==> src/rtl/wb_reg_bank_pkg.sv <==
// Shared definitions for the write-back register bank: channel encodings,
// y2 encodings, privilege bit position and the interrupt-hold FSM states.
package wb_reg_bank_pkg;

    // y1 / read-select channel encoding (0, 10 and 15 select nothing)
    localparam logic [3:0] CH_NONE = 4'd0;
    localparam logic [3:0] CH_R1   = 4'd1;
    localparam logic [3:0] CH_R2   = 4'd2;
    localparam logic [3:0] CH_R3   = 4'd3;
    localparam logic [3:0] CH_R4   = 4'd4;
    localparam logic [3:0] CH_R5   = 4'd5;
    localparam logic [3:0] CH_R6   = 4'd6;
    localparam logic [3:0] CH_R7   = 4'd7;
    localparam logic [3:0] CH_DS   = 4'd8;
    localparam logic [3:0] CH_FLAG = 4'd9;
    localparam logic [3:0] CH_TPC  = 4'd11;
    localparam logic [3:0] CH_IPC  = 4'd12;
    localparam logic [3:0] CH_SP   = 4'd13;
    localparam logic [3:0] CH_TLB  = 4'd14;

    // y2 channel encoding (3 selects nothing)
    localparam logic [1:0] Y2_NONE = 2'd0;
    localparam logic [1:0] Y2_FLAG = 2'd1;
    localparam logic [1:0] Y2_SP   = 2'd2;

    // sys_info bit that marks user mode
    localparam int unsigned SYS_USER_BIT = 2;

    // Pending-interrupt FSM states
    typedef enum logic {
        IRQ_IDLE = 1'b0,
        IRQ_PEND = 1'b1
    } irq_state_t;

    // True for the general-purpose register channels r1..r7
    function automatic logic ch_is_gpr(input logic [3:0] ch);
        return (ch >= CH_R1) && (ch <= CH_R7);
    endfunction

endpackage

==> src/rtl/wb_irq_hold.sv <==
// Single-entry pending-interrupt holder. Captures an external or
// tlb-violation event, holds it until acknowledged, drops events while
// pending, and reloads when an ack coincides with a new event.
module wb_irq_hold
    import wb_reg_bank_pkg::*;
#(
    parameter logic [7:0] TLB_VIOL_NUM = 8'd8
) (
    input  logic       clk,
    input  logic       rst_n,
    input  logic       ext_irq,
    input  logic [7:0] ext_irq_num,
    input  logic       tlb_viol,
    input  logic       irq_ack,
    output logic       irq_req,
    output logic [7:0] irq_num
);

    irq_state_t state_q, state_d;
    logic [7:0] num_q, num_d;
    logic       evt;
    logic [7:0] evt_num;

    // External interrupt takes priority over a simultaneous tlb violation
    always_comb begin
        evt     = ext_irq | tlb_viol;
        evt_num = ext_irq ? ext_irq_num : TLB_VIOL_NUM;
    end

    // Next-state and capture logic
    always_comb begin
        state_d = state_q;
        num_d   = num_q;
        unique case (state_q)
            IRQ_IDLE: begin
                if (evt) begin
                    state_d = IRQ_PEND;
                    num_d   = evt_num;
                end
            end
            IRQ_PEND: begin
                if (irq_ack) begin
                    if (evt) begin
                        num_d = evt_num;
                    end else begin
                        state_d = IRQ_IDLE;
                    end
                end
            end
            default: begin
                state_d = IRQ_IDLE;
            end
        endcase
    end

    // State and number registers
    always_ff @(posedge clk or negedge rst_n) begin
        if (!rst_n) begin
            state_q <= IRQ_IDLE;
            num_q   <= '0;
        end else begin
            state_q <= state_d;
            num_q   <= num_d;
        end
    end

    // Outputs are direct register views
    always_comb begin
        irq_req = (state_q == IRQ_PEND);
        irq_num = num_q;
    end

endmodule

==> src/rtl/wb_reg_bank.sv <==
// Write-back register bank: owns r1-r7, ds, flag, tpc, ipc, sp and tlb,
// applies y1/y2 write-back with y2 priority on shared targets, blocks
// user-mode tlb writes (raising an interrupt) and serves two registered
// read ports.
// Optional macro WB_REG_BANK_BYPASS_EN: read ports return same-cycle write
// data; otherwise they return the pre-write value.
module wb_reg_bank
    import wb_reg_bank_pkg::*;
#(
    parameter int unsigned       DATA_W       = 32,
    parameter logic [DATA_W-1:0] SP_RST       = '0,
    parameter logic [DATA_W-1:0] FLAG_RST     = '0,
    parameter logic [7:0]        TLB_VIOL_NUM = 8'd8
) (
    input  logic              clk,
    input  logic              rst_n,
    input  logic [3:0]        y1_channel,
    input  logic [DATA_W-1:0] y1_data,
    input  logic [1:0]        y2_channel,
    input  logic [DATA_W-1:0] y2_data,
    input  logic [31:0]       sys_info,
    input  logic              ext_irq,
    input  logic [7:0]        ext_irq_num,
    input  logic [3:0]        rd_a_sel,
    input  logic [3:0]        rd_b_sel,
    output logic [DATA_W-1:0] rd_a_data,
    output logic [DATA_W-1:0] rd_b_data,
    output logic [DATA_W-1:0] flag_q,
    output logic [DATA_W-1:0] sp_q,
    output logic [DATA_W-1:0] tlb_q,
    output logic              irq_req,
    output logic [7:0]        irq_num,
    input  logic              irq_ack
);

    logic [DATA_W-1:0] gpr     [1:7];
    logic [DATA_W-1:0] gpr_nxt [1:7];
    logic [DATA_W-1:0] ds_q, tpc_q, ipc_q;
    logic [DATA_W-1:0] ds_nxt, flag_nxt, tpc_nxt, ipc_nxt, sp_nxt, tlb_nxt;
    logic [DATA_W-1:0] rd_a_src, rd_b_src;
    logic              user_mode;
    logic              tlb_viol;
    logic              unused_sys_bits;

    assign unused_sys_bits = ^{sys_info[31:SYS_USER_BIT+1], sys_info[SYS_USER_BIT-1:0]};

    // Select one register out of a full register-set snapshot
    function automatic logic [DATA_W-1:0] pick(
        input logic [3:0]        sel,
        input logic [DATA_W-1:0] g [1:7],
        input logic [DATA_W-1:0] ds,
        input logic [DATA_W-1:0] fl,
        input logic [DATA_W-1:0] tp,
        input logic [DATA_W-1:0] ip,
        input logic [DATA_W-1:0] s,
        input logic [DATA_W-1:0] t
    );
        logic [DATA_W-1:0] v;
        v = '0;
        if (ch_is_gpr(sel)) begin
            v = g[sel[2:0]];
        end else begin
            case (sel)
                CH_DS:   v = ds;
                CH_FLAG: v = fl;
                CH_TPC:  v = tp;
                CH_IPC:  v = ip;
                CH_SP:   v = s;
                CH_TLB:  v = t;
                default: v = '0;
            endcase
        end
        return v;
    endfunction

    // Privilege check on tlb writes
    always_comb begin
        user_mode = sys_info[SYS_USER_BIT];
        tlb_viol  = (y1_channel == CH_TLB) && user_mode;
    end

    // Next register contents: y1 first, then y2 overrides shared targets
    always_comb begin
        gpr_nxt  = gpr;
        ds_nxt   = ds_q;
        flag_nxt = flag_q;
        tpc_nxt  = tpc_q;
        ipc_nxt  = ipc_q;
        sp_nxt   = sp_q;
        tlb_nxt  = tlb_q;
        for (int unsigned i = 1; i <= 7; i++) begin
            if (y1_channel == 4'(i)) begin
                gpr_nxt[i] = y1_data;
            end
        end
        case (y1_channel)
            CH_DS:   ds_nxt   = y1_data;
            CH_FLAG: flag_nxt = y1_data;
            CH_TPC:  tpc_nxt  = y1_data;
            CH_IPC:  ipc_nxt  = y1_data;
            CH_SP:   sp_nxt   = y1_data;
            CH_TLB:  if (!user_mode) tlb_nxt = y1_data;
            default: ;
        endcase
        case (y2_channel)
            Y2_FLAG: flag_nxt = y2_data;
            Y2_SP:   sp_nxt   = y2_data;
            default: ;
        endcase
    end

    // Architectural register state
    always_ff @(posedge clk or negedge rst_n) begin
        if (!rst_n) begin
            for (int unsigned i = 1; i <= 7; i++) begin
                gpr[i] <= '0;
            end
            ds_q   <= '0;
            flag_q <= FLAG_RST;
            tpc_q  <= '0;
            ipc_q  <= '0;
            sp_q   <= SP_RST;
            tlb_q  <= '0;
        end else begin
            gpr    <= gpr_nxt;
            ds_q   <= ds_nxt;
            flag_q <= flag_nxt;
            tpc_q  <= tpc_nxt;
            ipc_q  <= ipc_nxt;
            sp_q   <= sp_nxt;
            tlb_q  <= tlb_nxt;
        end
    end

    // Read source: the post-write snapshot already folds in y2 priority
    // and the blocked tlb write, so bypass needs no separate match logic
    always_comb begin
`ifdef WB_REG_BANK_BYPASS_EN
        rd_a_src = pick(rd_a_sel, gpr_nxt, ds_nxt, flag_nxt, tpc_nxt, ipc_nxt, sp_nxt, tlb_nxt);
        rd_b_src = pick(rd_b_sel, gpr_nxt, ds_nxt, flag_nxt, tpc_nxt, ipc_nxt, sp_nxt, tlb_nxt);
`else
        rd_a_src = pick(rd_a_sel, gpr, ds_q, flag_q, tpc_q, ipc_q, sp_q, tlb_q);
        rd_b_src = pick(rd_b_sel, gpr, ds_q, flag_q, tpc_q, ipc_q, sp_q, tlb_q);
`endif
    end

    // Registered operand read ports
    always_ff @(posedge clk or negedge rst_n) begin
        if (!rst_n) begin
            rd_a_data <= '0;
            rd_b_data <= '0;
        end else begin
            rd_a_data <= rd_a_src;
            rd_b_data <= rd_b_src;
        end
    end

    wb_irq_hold #(
        .TLB_VIOL_NUM (TLB_VIOL_NUM)
    ) u_irq_hold (
        .clk         (clk),
        .rst_n       (rst_n),
        .ext_irq     (ext_irq),
        .ext_irq_num (ext_irq_num),
        .tlb_viol    (tlb_viol),
        .irq_ack     (irq_ack),
        .irq_req     (irq_req),
        .irq_num     (irq_num)
    );

endmodule

==> config.mk <==
export PLATFORM = sky130hd
export DESIGN_NAME = wb_reg_bank
export DESIGN_NICKNAME = d
export VERILOG_FILES = /design/src/rtl/wb_reg_bank_pkg.sv /design/src/rtl/wb_irq_hold.sv /design/src/rtl/wb_reg_bank.sv
export SDC_FILE = /design/constraint.sdc
export NUM_CORES = 1
export LEC_CHECK = 0
export ABC_AREA = 0
export BUFFER_PORTS_ARGS = -buffer_cell sky130_fd_sc_hd__buf_4
export CORE_UTILIZATION = 45
export CTS_BUF_LIST = sky130_fd_sc_hd__clkbuf_4 sky130_fd_sc_hd__clkbuf_8
export DETAILED_ROUTE_END_ITERATION = 8
export PLACE_DENSITY = 0.72
export SLEW_MARGIN = 20
export SYNTH_ARGS = -nofsm -noshare
export SYNTH_HDL_FRONTEND = slang
export SYNTH_SLANG_ARGS = --single-unit
==> constraint.sdc <==
create_clock -name clk -period 1.7 [get_ports clk]
set_clock_uncertainty 0.1 [all_clocks]
set_input_delay 0.085 -clock clk [delete_from_list [all_inputs] [get_ports clk]]
set_output_delay 0.085 -clock clk [all_outputs]
set_load 0.03 [all_outputs]
==> flow_summary.json <==
{
  "tightestPinTransition_ns": 0.662,
  "wl_per_cell_um": 26.9,
  "startpoint_type": "primary input",
  "hp-class": "in -> reg",
  "status": "finished, violations left",
  "die_w_um": 236,
  "io_buffer_count": 259,
  "crit_required_ns": 2.11,
  "clock_path_buffers": 3,
  "final_core_util": 0.586,
  "placed_cells_incl_taps": 2765,
  "via_count": 19500,
  "drive_gt1_frac": 0.455,
  "dp_hpwl_um": 49700,
  "crit_type": "in -> reg",
  "first_pass_iters": 9,
  "area_growth_syn_to_layout_pct": 28.7,
  "p_leak_nw": 13.5,
  "place_area_sq_mm": 0.0284,
  "clock_sinks": 489,
  "layout.cells.non_filler": 3052,
  "cts_max_level": 3,
  "ys_ff_latch": 489,
  "dieArea_sq_mm": 0.0555,
  "fmax_ghz": 0.593,
  "route.detailed.drc": 8,
  "coreArea_sq_mm": 0.0539,
  "violations": "DRC",
  "worstPathMaxFanout": 32,
  "slew_headroom": 0.558,
  "cp_data_arrival_time_ns": 2.09,
  "synth_nets": 1990,
  "grt_max_degree": 85,
  "synth_cell_types": 42,
  "vias_per_cell": 6.37,
  "max_cap_viol_count": 0,
  "dpl_worst_slack_ns": -0.163,
  "clk_latency_ns": 0.67,
  "max-vdd-ir-drop_mv": 0.743,
  "finalNetCount": 2421,
  "syn_avg_cell_area_sq_um": 13.1,
  "end_kind": "flip-flop",
  "syn_area_sq_mm": 0.0246,
  "drv_slew": 0,
  "critical-path-max-stage-delay_ns": 0.56,
  "finalHoldViolations": 0,
  "clk_pin_slew_worst_paths_ns": 0.06,
  "fp.dieH_um": 236,
  "synth_top_area_cell": "dfrtp_1",
  "p_per_area_mw_per_mm2": 1150,
  "finalCritPeriodShare": 0.991,
  "finalWorstSetupSlack_ns": 0.0149,
  "track_usage": 0.286,
  "yosysWarnings": 0,
  "final_area_sq_mm": 0.0316,
  "cpMostUsedCell": "buf_4",
  "antenna_found_initial": 5,
  "synth_top_area_share": 0.498,
  "io_pins": 291,
  "p_total_mw": 36.5,
  "synthTopCellsByArea": "dfrtp_1 50%, mux2_2 19%, mux4_2 5.9%",
  "yosysSeqAreaShare": 0.498,
  "path_cells": "dlygate4sd3_1 -> buf_4 -> buf_4 -> nor3_1 -> or2_2 -> buf_12 -> o311ai_0",
  "grt_first_pass_wirelength_um": 122000,
  "start_util": 0.455,
  "rows": 85,
  "timing.setup.tns_ns": 0,
  "cts_inserted_buffers": 83,
  "drt_iter0_markers": 2116,
  "fin_crit_ns": 1.69,
  "root_buffer": "clkbuf_8",
  "final_cell_mix": "489 x dfrtp_1, 425 x mux2_2, 346 x buf_4, 132 x dlygate4sd3_1, 104 x clkbuf_8",
  "cts_tree": "done",
  "postRouteAntennaNets": 0,
  "first_global_vias": 20200,
  "place_congestion": 0.887,
  "syn_inst": 1868,
  "fin_hold_ws_ns": 0.0621,
  "cp_slowest_cell": "o311ai_0",
  "mostFrequentLayoutCell": "dfrtp_1",
  "setup_viol": 0,
  "worstRegToRegCells": 3,
  "grt_overflow_total": 0,
  "routed_wl_um": 82000,
  "hold_depth": 6
}
[layout make-up]
type	instances	area, sq um
well taps	696	871
fillers	4123	22300
multi-input cells	1178	11600
flip-flops and latches	489	12200
clock buffers	129	1620
repair buffers	545	5210
clock inverters	11	70.1
diodes	2	5.00
inverters	2	7.51
[state kept, by name, indices dropped and copies added, names as in the netlist]
signal	cells
ipc_q	32
flag_q	32
sp_q	32
rd_b_data	32
ds_q	32
tpc_q	32
tlb_q	32
gpr	224
u_irq_hold.irq_req	1
rd_a_data	32
u_irq_hold.irq_num	8
[final timing paths]
kind / slack [ns] / endpoint / start
min reg2reg: 0.41 / u_irq_hold.irq_num[7] / u_irq_hold.irq_num[7]
min in group asynchronous: 0.40 / ipc_q[2] / rst_n
max: 0.01 / rd_b_data[30] / rd_b_sel[2]
max reg2reg: 0.12 / rd_b_data[10] / gpr[138]
min: 0.06 / flag_q[6] / y1_channel[1]
max in group asynchronous: 0.27 / tlb_q[24] / rst_n
[cell usage after synthesis]
library cell	n
nand3_1	35
a31oi_2	1
buf_6	2
or2_1	1
nor4b_2	1
or2_2	1
nand2b_1	38
mux2i_1	67
a32oi_1	1
nor3_1	4
nor3_2	5
o311ai_1	30
clkbuf_1	102
and2_1	2
buf_2	80
nor2b_1	38
nor3b_2	1
nor2b_2	2
buf_4	7
inv_1	2
and3_1	2
nand2_1	66
a221o_1	32
o21ai_0	34
nor3b_1	1
a221oi_1	32
and4b_1	4
nand3b_1	1
o211ai_1	31
o311ai_0	2
mux2_1	54
a222oi_1	62
o21bai_1	1
buf_1	8
a21oi_1	35
and2b_1	1
a22oi_1	31
dfrtp_1	489
nor2_1	35
mux4_2	64
a22o_1	38
mux2_2	425
[critical path, delay by kind of cell]
kind                   cells  cell delay, ns
AO/OA/AOI/OAI              1            0.56
buffers and inverters      4            1.07
AND/OR/NAND/NOR            2            0.38
[per-layer routing]
metal,vias to the layer above,part of all wire,GRT usage
met4,4,0.040,0.124
met3,258,0.10,0.0780
met1,9989,0.39,0.367
li1,8039,-,-
met2,1160,0.47,0.456
met5,-,0.00039,0
[cells by family after synthesis]
family                 count (synthesis)  synth area share
muxes                                610             0.306
DFF                                  489             0.498
AOI/OAI and AO/OA                    330             0.109
and+or+nand+nor                      238            0.0507
buffers and inverters                201            0.0365
[where the power goes]
part	switching [mW]	internal, mW
Combinational	4.71	4.92
Sequential	1.96	14.1
Clock	4.80	6.03
[repair_timing]
| item | 4_1_cts | 5_1_grt |
|---|---|---|
| buffers inserted | 0 | 6 |
| setup endpoints to repair | 0 | 34 |
| endpoints found under the hold margin | 949 | 1 |
| resized for setup | 0 | 11 |
| hold buffers | 141 | 1 |
(Power assumes the default switching activity.)
